`config.mk`:
```
export PLATFORM = sky130hd
export DESIGN_NAME = spwm_gate_sequencer
export DESIGN_NICKNAME = d
export VERILOG_FILES = /design/src/rtl/spwm_gate_sequencer.sv
export SDC_FILE = /design/constraint.sdc
export NUM_CORES = 1
export LEC_CHECK = 0
export ABC_AREA = 1
export CORE_UTILIZATION = 62
export CTS_CLUSTER_DIAMETER = 100
export DETAILED_ROUTE_END_ITERATION = 8
export PLACE_DENSITY_LB_ADDON = 0.08
export SLEW_MARGIN = 10
export SYNTH_ARGS = -nofsm -noshare
export SYNTH_HDL_FRONTEND = slang
export SYNTH_SLANG_ARGS = --single-unit
```
`constraint.sdc`:
```
create_clock -name clk -period 3.3 [get_ports clk]
set_clock_uncertainty 0.05 [all_clocks]
set_input_delay 0.33 -clock clk [delete_from_list [all_inputs] [get_ports clk]]
set_output_delay 0.33 -clock clk [all_outputs]
set_load 0.02 [all_outputs]
```
`src/rtl/spwm_gate_sequencer.sv`:
```
// spwm_gate_sequencer: start/stop, fault and dead-time controller for a
// three-phase inverter gate stage. Sits between the sine/triangle comparators
// and the six gate pins. Every gate output comes straight from a flop.
//
// Optional feature macro: SPWM_SEQ_BOOT_EN
//   defined   -> bootstrap pre-charge state (BOOT) between IDLE and RUN
//   undefined -> IDLE goes straight to RUN; state never reads 1
module spwm_gate_sequencer #(
  parameter int DT_CYCLES   = 4,   // 1..255
  parameter int BOOT_CYCLES = 64   // 1..65535
) (
  input  logic       clk,
  input  logic       reset,       // asynchronous, active-low
  input  logic       en,
  input  logic       fault,
  input  logic       fault_clr,
  input  logic       a_cmd,
  input  logic       b_cmd,
  input  logic       c_cmd,
  output logic       Va,
  output logic       Van,
  output logic       Vb,
  output logic       Vbn,
  output logic       Vc,
  output logic       Vcn,
  output logic [1:0] state,
  output logic       running
);

  typedef enum logic [1:0] {
    ST_IDLE  = 2'd0,
    ST_BOOT  = 2'd1,
    ST_RUN   = 2'd2,
    ST_FAULT = 2'd3
  } state_e;

  localparam logic [7:0] DT_LOAD = 8'(DT_CYCLES);

  state_e     state_q, state_d;
  logic       running_q;
  logic [2:0] cmd;
  logic [2:0] hi_all;
  logic [2:0] lo_all;
  logic       run_entry;

  assign cmd       = {c_cmd, b_cmd, a_cmd};
  // Gates are computed from the next state so a state change and its gate
  // pattern appear on the same clock edge.
  assign run_entry = (state_d == ST_RUN) && (state_q != ST_RUN);

`ifdef SPWM_SEQ_BOOT_EN
  logic [15:0] boot_cnt_q;
  logic        boot_done;

  assign boot_done = (boot_cnt_q == 16'(BOOT_CYCLES - 1));

  // Boot counter: counts cycles spent in BOOT, cleared everywhere else.
  always_ff @(posedge clk or negedge reset) begin
    if (!reset) begin
      boot_cnt_q <= 16'd0;
    end else if ((state_q == ST_BOOT) && (state_d == ST_BOOT)) begin
      boot_cnt_q <= boot_cnt_q + 16'd1;
    end else begin
      boot_cnt_q <= 16'd0;
    end
  end
`endif

  // Next-state logic: fault beats en = 0, which beats normal progression.
  always_comb begin
    state_d = state_q;
    if (fault) begin
      state_d = ST_FAULT;
    end else begin
      unique case (state_q)
        ST_IDLE: begin
`ifdef SPWM_SEQ_BOOT_EN
          if (en) state_d = ST_BOOT;
`else
          if (en) state_d = ST_RUN;
`endif
        end
        ST_BOOT: begin
`ifdef SPWM_SEQ_BOOT_EN
          if (!en)            state_d = ST_IDLE;
          else if (boot_done) state_d = ST_RUN;
`else
          state_d = ST_IDLE;
`endif
        end
        ST_RUN: begin
          if (!en) state_d = ST_IDLE;
        end
        ST_FAULT: begin
          if (fault_clr && !en) state_d = ST_IDLE;
        end
        default: state_d = ST_IDLE;
      endcase
    end
  end

  // State and status register.
  always_ff @(posedge clk or negedge reset) begin
    if (!reset) begin
      state_q   <= ST_IDLE;
      running_q <= 1'b0;
    end else begin
      state_q   <= state_d;
      running_q <= (state_d == ST_RUN);
    end
  end

  genvar gi;
  generate
    for (gi = 0; gi < 3; gi++) begin : g_leg
      logic [7:0] dt_cnt_q, dt_cnt_d;
      logic       last_q, last_d;
      logic       hi_q, hi_d;
      logic       lo_q, lo_d;

      // Per-leg dead-time unit: any command change (or RUN entry) blanks both
      // gates for DT_CYCLES cycles before the new side is switched on.
      always_comb begin
        dt_cnt_d = 8'd0;
        last_d   = 1'b0;
        hi_d     = 1'b0;
        lo_d     = 1'b0;
        if (state_d == ST_RUN) begin
          if (run_entry || (cmd[gi] != last_q)) begin
            dt_cnt_d = DT_LOAD;
            last_d   = cmd[gi];
          end else begin
            last_d   = last_q;
            dt_cnt_d = (dt_cnt_q != 8'd0) ? (dt_cnt_q - 8'd1) : 8'd0;
          end
          if (dt_cnt_d == 8'd0) begin
            hi_d = last_d;
            lo_d = ~last_d;
          end
        end else if (state_d == ST_BOOT) begin
          lo_d = 1'b1;
        end
      end

      // Per-leg counter, command memory and gate flops.
      always_ff @(posedge clk or negedge reset) begin
        if (!reset) begin
          dt_cnt_q <= 8'd0;
          last_q   <= 1'b0;
          hi_q     <= 1'b0;
          lo_q     <= 1'b0;
        end else begin
          dt_cnt_q <= dt_cnt_d;
          last_q   <= last_d;
          hi_q     <= hi_d;
          lo_q     <= lo_d;
        end
      end

      assign hi_all[gi] = hi_q;
      assign lo_all[gi] = lo_q;
    end
  endgenerate

  assign Va      = hi_all[0];
  assign Van     = lo_all[0];
  assign Vb      = hi_all[1];
  assign Vbn     = lo_all[1];
  assign Vc      = hi_all[2];
  assign Vcn     = lo_all[2];
  assign state   = state_q;
  assign running = running_q;

endmodule
```
==> After elaboration in Yosys (flattened, before gate mapping) <==
Cells that the tools add are included.
{ "word_totals": {"in_bits": 8, "wordCells": 81, "ff_bits": 36} }
{ "op_classes": {"n_eq_ne": 9, "n_bitwise": 3, "mux": 39, "n_reduce_logical": 13, "add_sub_neg": 3} }
{ "ops": {"columns": ["cell", "count"], "rows": [
  ["8-bit two-way mux", 12],
  ["8-bit zero test", 3],
  ["8-bit nonzero test", 3],
  ["8-bit by 1-bit subtractor with 8-bit output, second input constant", 3],
  ["1-bit two-way mux", 22],
  ["2-bit two-way mux", 4],
  ["2-bit one-hot mux with 4 select lines", 1],
  ["2-bit equality test, second input constant", 3],
  ["2-bit by 1-bit equality test with 1-bit output, second input constant", 2],
  ["1-bit logical OR", 3],
  ["1-bit inequality test", 3],
  ["1-bit inverter", 3],
  ["1-bit logical AND", 2],
  ["2-bit zero test", 1],
  ["2-bit inequality test, second input constant", 1],
  ["1-bit zero test", 1]
]} }

==> Depth between registers and ports, before layout <==
Gate-level depths: netlist of the first run.
{ "depth": {"word_depth": 13, "depth_mapped": 10} }

==> Worst setup path after synthesis of the first run <==
No wires, ideal clock.
{ "synth_timing": {"kind": "register -> register", "from": "register g_leg[2].dt_cnt_q[0]", "to": "register g_leg[2].hi_q, in the netlist Vc", "setup_ns": 0.116, "synth_period_minus_slack_ns": 1.453, "arrival_ns": 1.287, "stages_incl_launch_ff": 10, "setup_slack_ns": 1.847, "required_time_ns": 3.134, "path_cell_list": "dfrtp_1 -> inv_1 -> ha_1 -> inv_1 -> o21ai_0 -> nand2_1 -> a21oi_1 -> nor2_1 -> nand2_1 -> nor2_1"} }
{ "synth_via": {"elab_chain_cells": 7, "word_cells_on_any_way": 8, "classes_between": "add/sub: 1; mux: 5; reduce/logical: 2"} }
{ "synth_lines": {"columns": ["item", "line_no", "source"], "rows": [
  ["from (decl)", "116", "logic [7:0] dt_cnt_q, dt_cnt_d;"],
  ["from (signal assigned)", "153", "dt_cnt_q <= dt_cnt_d;"],
  ["8-bit by 1-bit subtractor with 8-bit output or 8-bit nonzero test (tied branches)", "134", "dt_cnt_d = (dt_cnt_q != 8'd0) ? (dt_cnt_q - 8'd1) : 8'd0;"],
  ["8-bit two-way mux (*)", "134", null],
  ["8-bit two-way mux (*)", "129", "if (run_entry || (cmd[gi] != last_q)) begin"],
  ["8-bit two-way mux (*)", "128", "if (state_d == ST_RUN) begin"],
  ["8-bit zero test (*)", "136", "if (dt_cnt_d == 8'd0) begin"],
  ["1-bit two-way mux (*)", "136", null],
  ["1-bit two-way mux (*)", "128", null],
  ["named net g_leg[2].hi_d", "118", "logic hi_q, hi_d;"],
  ["to (signal assigned)", "155", "hi_q <= hi_d;"],
  ["to (decl)", "118", null]
]} }
The timed path passes the listed nets; every way through them passes the cells marked *. The select of a mux whose other input is x is not followed.

==> Final worst setup path of the first run <==
{ "layout_timing": {"from": "register state_q[0], in the netlist state[0]", "to": "output port state[0]"} }
{ "layout_rtl": {"columns": ["item", "line_no", "source"], "rows": [
  ["from (decl)", "39", "state_e state_q, state_d;"],
  ["from (signal assigned)", "108", "state_q <= state_d;"],
  ["to (decl)", "26", "output logic [1:0] state,"]
]} }
No word-level cell between the ends.

==> run_results.csv, run 1 <==
group,metric,value,unit
status,status,"finished clean",
yosys,ys_seq_elements,36,
clocking,cts_root_buf,"clkbuf_4",
place,portBuffers,16,
detailed_routing,wire_per_inst,11.17,um
cells_and_area,antenna_cells,0,
clocking,cts_post_setup_buffers_inserted,0,
global_route,overflow,0,
place,globalplace.congestion,0.9331,
sta,finalHoldViolations,0,
place,placed_area,2220,um2
global_route,gr-usage-all-layers,25.92,%
detailed_routing,final_antenna_net_count,0,
sta,post-route-period-util,56.07,%
yosys,ys_seq_area_share,44.75,%
global_route,grt_max_degree,37,
clocking,clkTransAtPathRegs,100,ps
job,maxCapViolCount,0,
power_and_ir_drop,p_per_area,342.1,nW/um2
power_and_ir_drop,switching_share,25.75,%
power_and_ir_drop,clockPowerShare,31.1,%
global_route,grt_pass1_vias,1603,
critical_path,cpPeakStageDelay,650,ps
global_route,antenna_found_initial,0,
sta,fin_crit,1850,ps
power_and_ir_drop,p_int,0.0005794,W
yosys,syn_area,2013,um2
global_route,grt_pass1_wl,6568,um
place,dp_cells,330,
cells_and_area,utilization,74.11,%
cells_and_area,final_common_cell,"nand2_1",
floorplan,start_util,65.41,%
detailed_routing,drc,0,
critical_path,endpoint_kind,"primary output",
detailed_routing,first_pass_iters,4,
power_and_ir_drop,vdd_drop_max,0.0003284,V
yosys,synth_cell_types,22,
yosys,yosysWarnings,0,
floorplan,die-area,3479,um2
critical_path,required,2920,ps
clocking,post_cts_resized,0,
cells_and_area,instances_no_fill,338,
yosys,synthCells,271,
critical_path,worst-setup-path-type,"flop to primary output",
critical_path,crit_chain,"clkdlybuf4s50_1",
power_and_ir_drop,seqPwrFrac,57.9,%
critical_path,critPathBufInv,1,
sta,maxSlewHeadroom,69.90,%
clocking,clock_path_buffers,2,
critical_path,worstPathArrival,1470,ps
place,hpwl,2839,um
floorplan,rows,20,
floorplan,die_x,58.99,um
sta,setup_viol,0,
detailed_routing,drt_iter0_drc,79,
power_and_ir_drop,p_sw,0.0002009,W
detailed_routing,viasPerCell,5.130,
yosys,avgSynthCellArea,7.429,um2
sta,tns,0,ps
cells_and_area,fin_area,2281,um2
detailed_routing,routed_wl,3776,um
critical_path,crit_slowest_cell,"clkdlybuf4s50_1",
floorplan,design.core.area,3078,um2
clocking,cts_buffers,5,
power_and_ir_drop,p_leak,1.250,nW
cells_and_area,most-common-layout-cells,"64 x nand2_1, 50 x nor2_1, 37 x inv_1",
sta,final-max-slew-violation-count,0,
cells_and_area,top_register,"g_leg.dt_cnt_q",
yosys,syn_nets,285,
clocking,clkSinkCount,36,
critical_path,start_kind,"flop",
sta,rsz0062_at_grt,"no",
cells_and_area,largest_register_ffs,24,
floorplan,num_io_pins,17,
power_and_ir_drop,combPwrFrac,11.0,%
worst_hold_path,min_path_type,"primary input to async pin",
clocking,clk_latency,330,ps
detailed_routing,via_count,1734,
clocking,h-tree-depth,2,
floorplan,die_h,58.99,um
cells_and_area,layout.nets,307,
clocking,tritoncts,"yes",
cells_and_area,final_layout_size_suffix_gt1_share,6.122,%
sta,worstMarginPinSlew,450.9,ps
critical_path,path_max_fanout,5,
critical_path,critical_path.top_delay_family,"buffers and inverters",
clocking,postCtsHoldBufs,0,
cells_and_area,area_growth_syn_to_layout,13.30,%
sta,clock.fmax,540.5,MHz
power groups by stage:
stage / Combinational (W) / Sequential, W / Clock (W)
5_1_grt: 0.0000980 / 0.000453 / 0.000268
3_5_place_dp: 0.0000863 / 0.000460 / 0
2_1_floorplan: 0.0000464 / 0.000465 / 0
6_report: 0.0000860 / 0.000452 / 0.000242
4_1_cts: 0.0000868 / 0.000452 / 0.000251
3_3_place_gp: 0.0000849 / 0.000460 / 0
cell usage after synthesis:
master,number,area [um2]
a21oi_1,9,45.04
nand2_1,64,240.2
xnor2_1,3,26.28
nand4_2,1,12.51
buf_2,1,5.000
nor2_1,50,187.7
or2_0,3,18.77
inv_2,2,7.510
inv_1,37,138.9
nor3_1,12,60.06
nand4_1,6,37.54
o211ai_1,1,7.510
dfrtp_1,36,900.9
nand2_2,1,6.260
nor3_4,1,16.27
buf_6,1,11.26
ha_1,6,75.07
nor3_2,3,30.03
nand3_1,27,135.1
o21ai_0,3,15.01
nand3_2,1,10.01
xor2_1,3,26.28
per-stage QoR:
step,hold slack (ps),power [W],setup WS [ps]
2_1_floorplan,-15.59,0.0005109,1847
3_3_place_gp,400.6,0.0005453,1346
3_5_place_dp,407.1,0.0005467,1258
4_1_cts,360.9,0.0007901,1435
5_1_grt,390.3,0.0008190,1364
6_report,352.8,0.0007803,1450
cells by family (layout without fill, tap and decap cells):
kind of cell	after synthesis	count (layout)	synth area share, %
buffers and inverters	41	64	8.079
and+or+nand+nor	169	169	37.48
DFF	36	36	44.75
xor gates and xnor gates	6	6	2.611
adders and majority gates	6	6	3.729
AOI/OAI and AO/OA	13	13	3.356
area by class of cell:
class,instances,area (um2)
clock buffer,6,51.30
tap,44,55.05
inverter,39,146.4
multi-input combinational,194,949.7
sequential,36,900.9
timing repair buffer,17,167.7
fill,271,797.0
clock inverter,2,10.01
worst paths after layout:
| kind | to | slack (ps) | startpoint | cells after the start |
|---|---|---|---|---|
| setup / recovery | state[0] | 1450 | state[0]$_DFF_PN0_ | 1 |
| hold reg to reg | g_leg[0].dt_cnt_q[0]$_DFF_PN0_ | 420 | g_leg[0].dt_cnt_q[0]$_DFF_PN0_ | 1 |
| setup reg to reg | Vbn$_DFF_PN0_ | 1570 | g_leg[1].dt_cnt_q[0]$_DFF_PN0_ | 10 |
| hold / removal | Vb$_DFF_PN0_ | 350 | reset | 2 |
| max in group asynchronous | Van$_DFF_PN0_ | 2540 | reset | 2 |
| min in group clk | g_leg[0].dt_cnt_q[0]$_DFF_PN0_ | 420 | g_leg[0].dt_cnt_q[0]$_DFF_PN0_ | 1 |
metal layers:
layer	share of wire [%]	vias up	global-route usage [%]	wire, um
met5	0	-	0	0
met2	47	42	42.53	1788
met1	46	778	33.97	1749
met4	1.7	0	11.22	65
met3	4.6	8	4.585	172
li1	-	906	-	-
Note: power is estimated with default switching activity, not from simulation.
==> run 2: changes to the inputs <==
--- a/config.mk
+++ b/config.mk
@@ -6,7 +6,7 @@
 export NUM_CORES = 1
 export LEC_CHECK = 0
 export ABC_AREA = 1
-export CORE_UTILIZATION = 62
+export CORE_UTILIZATION = 52
 export CTS_CLUSTER_DIAMETER = 100
 export DETAILED_ROUTE_END_ITERATION = 8
 export PLACE_DENSITY_LB_ADDON = 0.08
==> constraint.sdc (replaced) <==
create_clock -name clk -period 1.62 [get_ports clk]
set_clock_uncertainty 0.05 [all_clocks]
set_input_delay 0.162 -clock clk [delete_from_list [all_inputs] [get_ports clk]]
set_output_delay 0.162 -clock clk [all_outputs]
set_load 0.02 [all_outputs]
==> run_results.csv, run 2 (synthesis gave the netlist of run 1 again) <==
group,metric,value,unit
detailed_routing,wire_per_inst,11.83,um
status,status,"finished clean",
global_route,use_met1,27.47,%
power_and_ir_drop,p_per_area,676.5,nW/um2
sta,tns,0,ps
critical_path,start_kind,"flop",
place,dp_cells,357,
cells_and_area,instances_no_fill,372,
critical_path,critical_path.top_delay_family,"simple AND/OR/NAND/NOR gates",
cells_and_area,final_common_cell,"nand2_1",
global_route,grt_use_met2,38.43,%
clocking,clock_path_buffers,2,
sta,finalHoldViolations,0,
global_route,met3_usage,4.821,%
cells_and_area,top_register,"g_leg.dt_cnt_q",
floorplan,num_io_pins,17,
cells_and_area,layout.nets,338,
cells_and_area,antenna_cells,0,
detailed_routing,routed_wl,4401,um
clocking,clk_latency,290,ps
critical_path,endpoint_kind,"flop",
cells_and_area,final_layout_size_suffix_gt1_share,24.07,%
place,portBuffers,16,
power_and_ir_drop,p_total,0.001830,W
floorplan,die_x,64.22,um
detailed_routing,via_count,1867,
cells_and_area,seq_area,902.1,um2
cells_and_area,most-common-layout-cells,"59 x nand2_1, 46 x nor2_1, 35 x dfrtp_1",
place,placed_area,2417,um2
critical_path,required,1790,ps
critical_path,worstPathArrival,1740,ps
cells_and_area,area_growth_syn_to_layout,34.37,%
floorplan,die-area,4124,um2
job,maxCapViolCount,0,
power_and_ir_drop,vdd_drop_max,0.0005682,V
clocking,tritoncts,"yes",
floorplan,design.core.area,3689,um2
detailed_routing,drc,0,
global_route,gr-usage-all-layers,22.61,%
critical_path,critPathBufInv,2,
global_route,grt_max_degree,37,
sta,setup_viol,0,
cells_and_area,fin_area,2705,um2
critical_path,path_max_fanout,4,
power_and_ir_drop,p_leak,1.420,nW
detailed_routing,drt_iter0_drc,147,
sta,maxSlewHeadroom,69.80,%
sta,worstMarginPinSlew,453.0,ps
detailed_routing,final_antenna_net_count,0,
global_route,grt_pass1_vias,1750,
place,hpwl,3091,um
place,globalplace.congestion,0.8766,
global_route,overflow,0,
global_route,antenna_found_initial,0,
floorplan,start_util,54.58,%
floorplan,die_h,64.22,um
sta,post-route-period-util,97.01,%
clocking,clkTransAtPathRegs,70,ps
critical_path,crit_chain,"inv_1, ha_2, buf_4, nand4_1, nand3_2, nand3_2, nor2_2, nand2_2, nor2_1",
critical_path,worst-setup-path-type,"flop to flop",
cells_and_area,fill_cells,305,
sta,fin_crit,1572,ps
floorplan,rows,22,
worst_hold_path,min_path_type,"primary input to async pin",
critical_path,cpPeakStageDelay,390,ps
global_route,top_usage_layer,"met2",
clocking,cts_buffers,5,
sta,final-max-slew-violation-count,0,
clocking,clkSinkCount,36,
detailed_routing,first_pass_iters,5,
cells_and_area,multiInputGateArea,1079,um2
global_route,grt_pass1_wl,7134,um
critical_path,crit_top_cell,"nand3_2",
detailed_routing,viasPerCell,5.019,
sta,clock.fmax,636.3,MHz
clocking,cts_root_buf,"clkbuf_8",
critical_path,crit_slowest_cell,"dfrtp_1",
cells_and_area,largest_register_ffs,24,
clocking,h-tree-depth,2,
[run 2: changes by cell type in the layout (fill, tap and decap cells not counted), sizes merged]
cell           previous run  this run
buf                       1        32
clkbuf                    6         7
clkdlybuf4s50            16        14
clkinv                    2         0
dlygate4sd2               0         1
dlygate4sd3               0         1
[run 2: worst paths after layout]
check | startpoint | depth (start not counted) | endpoint | slack, ps
setup / recovery | g_leg[0].dt_cnt_q[1]$_DFF_PN0_ | 9 | Va$_DFF_PN0_ | 50
hold / removal | reset | 3 | g_leg[1].dt_cnt_q[5]$_DFF_PN0_ | 380
setup reg to reg | g_leg[0].dt_cnt_q[1]$_DFF_PN0_ | 9 | Va$_DFF_PN0_ | 50
hold reg to reg | g_leg[0].dt_cnt_q[0]$_DFF_PN0_ | 1 | g_leg[0].dt_cnt_q[0]$_DFF_PN0_ | 440
max in group asynchronous | reset | 3 | state[0]$_DFF_PN0_ | 790
min in group clk | g_leg[0].dt_cnt_q[0]$_DFF_PN0_ | 1 | g_leg[0].dt_cnt_q[0]$_DFF_PN0_ | 440
[run 2: worst min-delay path: cells and delay by family]
kind / cells / cell delay [ps]
buffers and inverters: 3 / 1000
[run 2: through the flow]
stage | util (%) | hold WS [ps] | setup WS, ps
3_3_place_gp | 65.54 | 177.4 | -5.656
5_1_grt | 73.34 | 430.3 | -53.18
6_report | 73.34 | 383.8 | 48.41
3_5_place_dp | 65.54 | 178.6 | -60.42
4_1_cts | 68.52 | 390.7 | 10.09
2_1_floorplan | - | -183.6 | 166.9
[run 2: metal layers]
layer  vias up  share of wire (%)
met2        26                 51
met5         -                  0
met1       876                 45
met3         7                2.9
met4         0                1.5
li1        958                  -
[run 2: layout make-up]
type | instances | area share (%)
Timing Repair Buffer | 48 | 15.59
Multi-Input combinational cell | 194 | 39.87
Clock buffer | 7 | 3.562
Inverter | 39 | 5.412
Sequential cell | 36 | 33.35
Tap cell | 48 | 2.220
[run 2: timing repair]
action / CTS / global route
hold endpoints to repair: 36 / 0
resized for setup: 2 / 33
setup buffers: 0 / 7
endpoints found under the setup margin: 2 / 14
pin swaps: 0 / 10
hold buffers: 1 / 0
cloned: 0 / 0
[run 2: report_power, final]
| group | internal, W | leakage (nW) | switching (W) | total [W] |
|---|---|---|---|---|
| Clock | 0.000378 | 0.0503 | 0.000309 | 0.000687 |
| Sequential | 0.000910 | 0.494 | 0.0000112 | 0.000922 |
| Combinational | 0.0000922 | 0.875 | 0.000129 | 0.000221 |
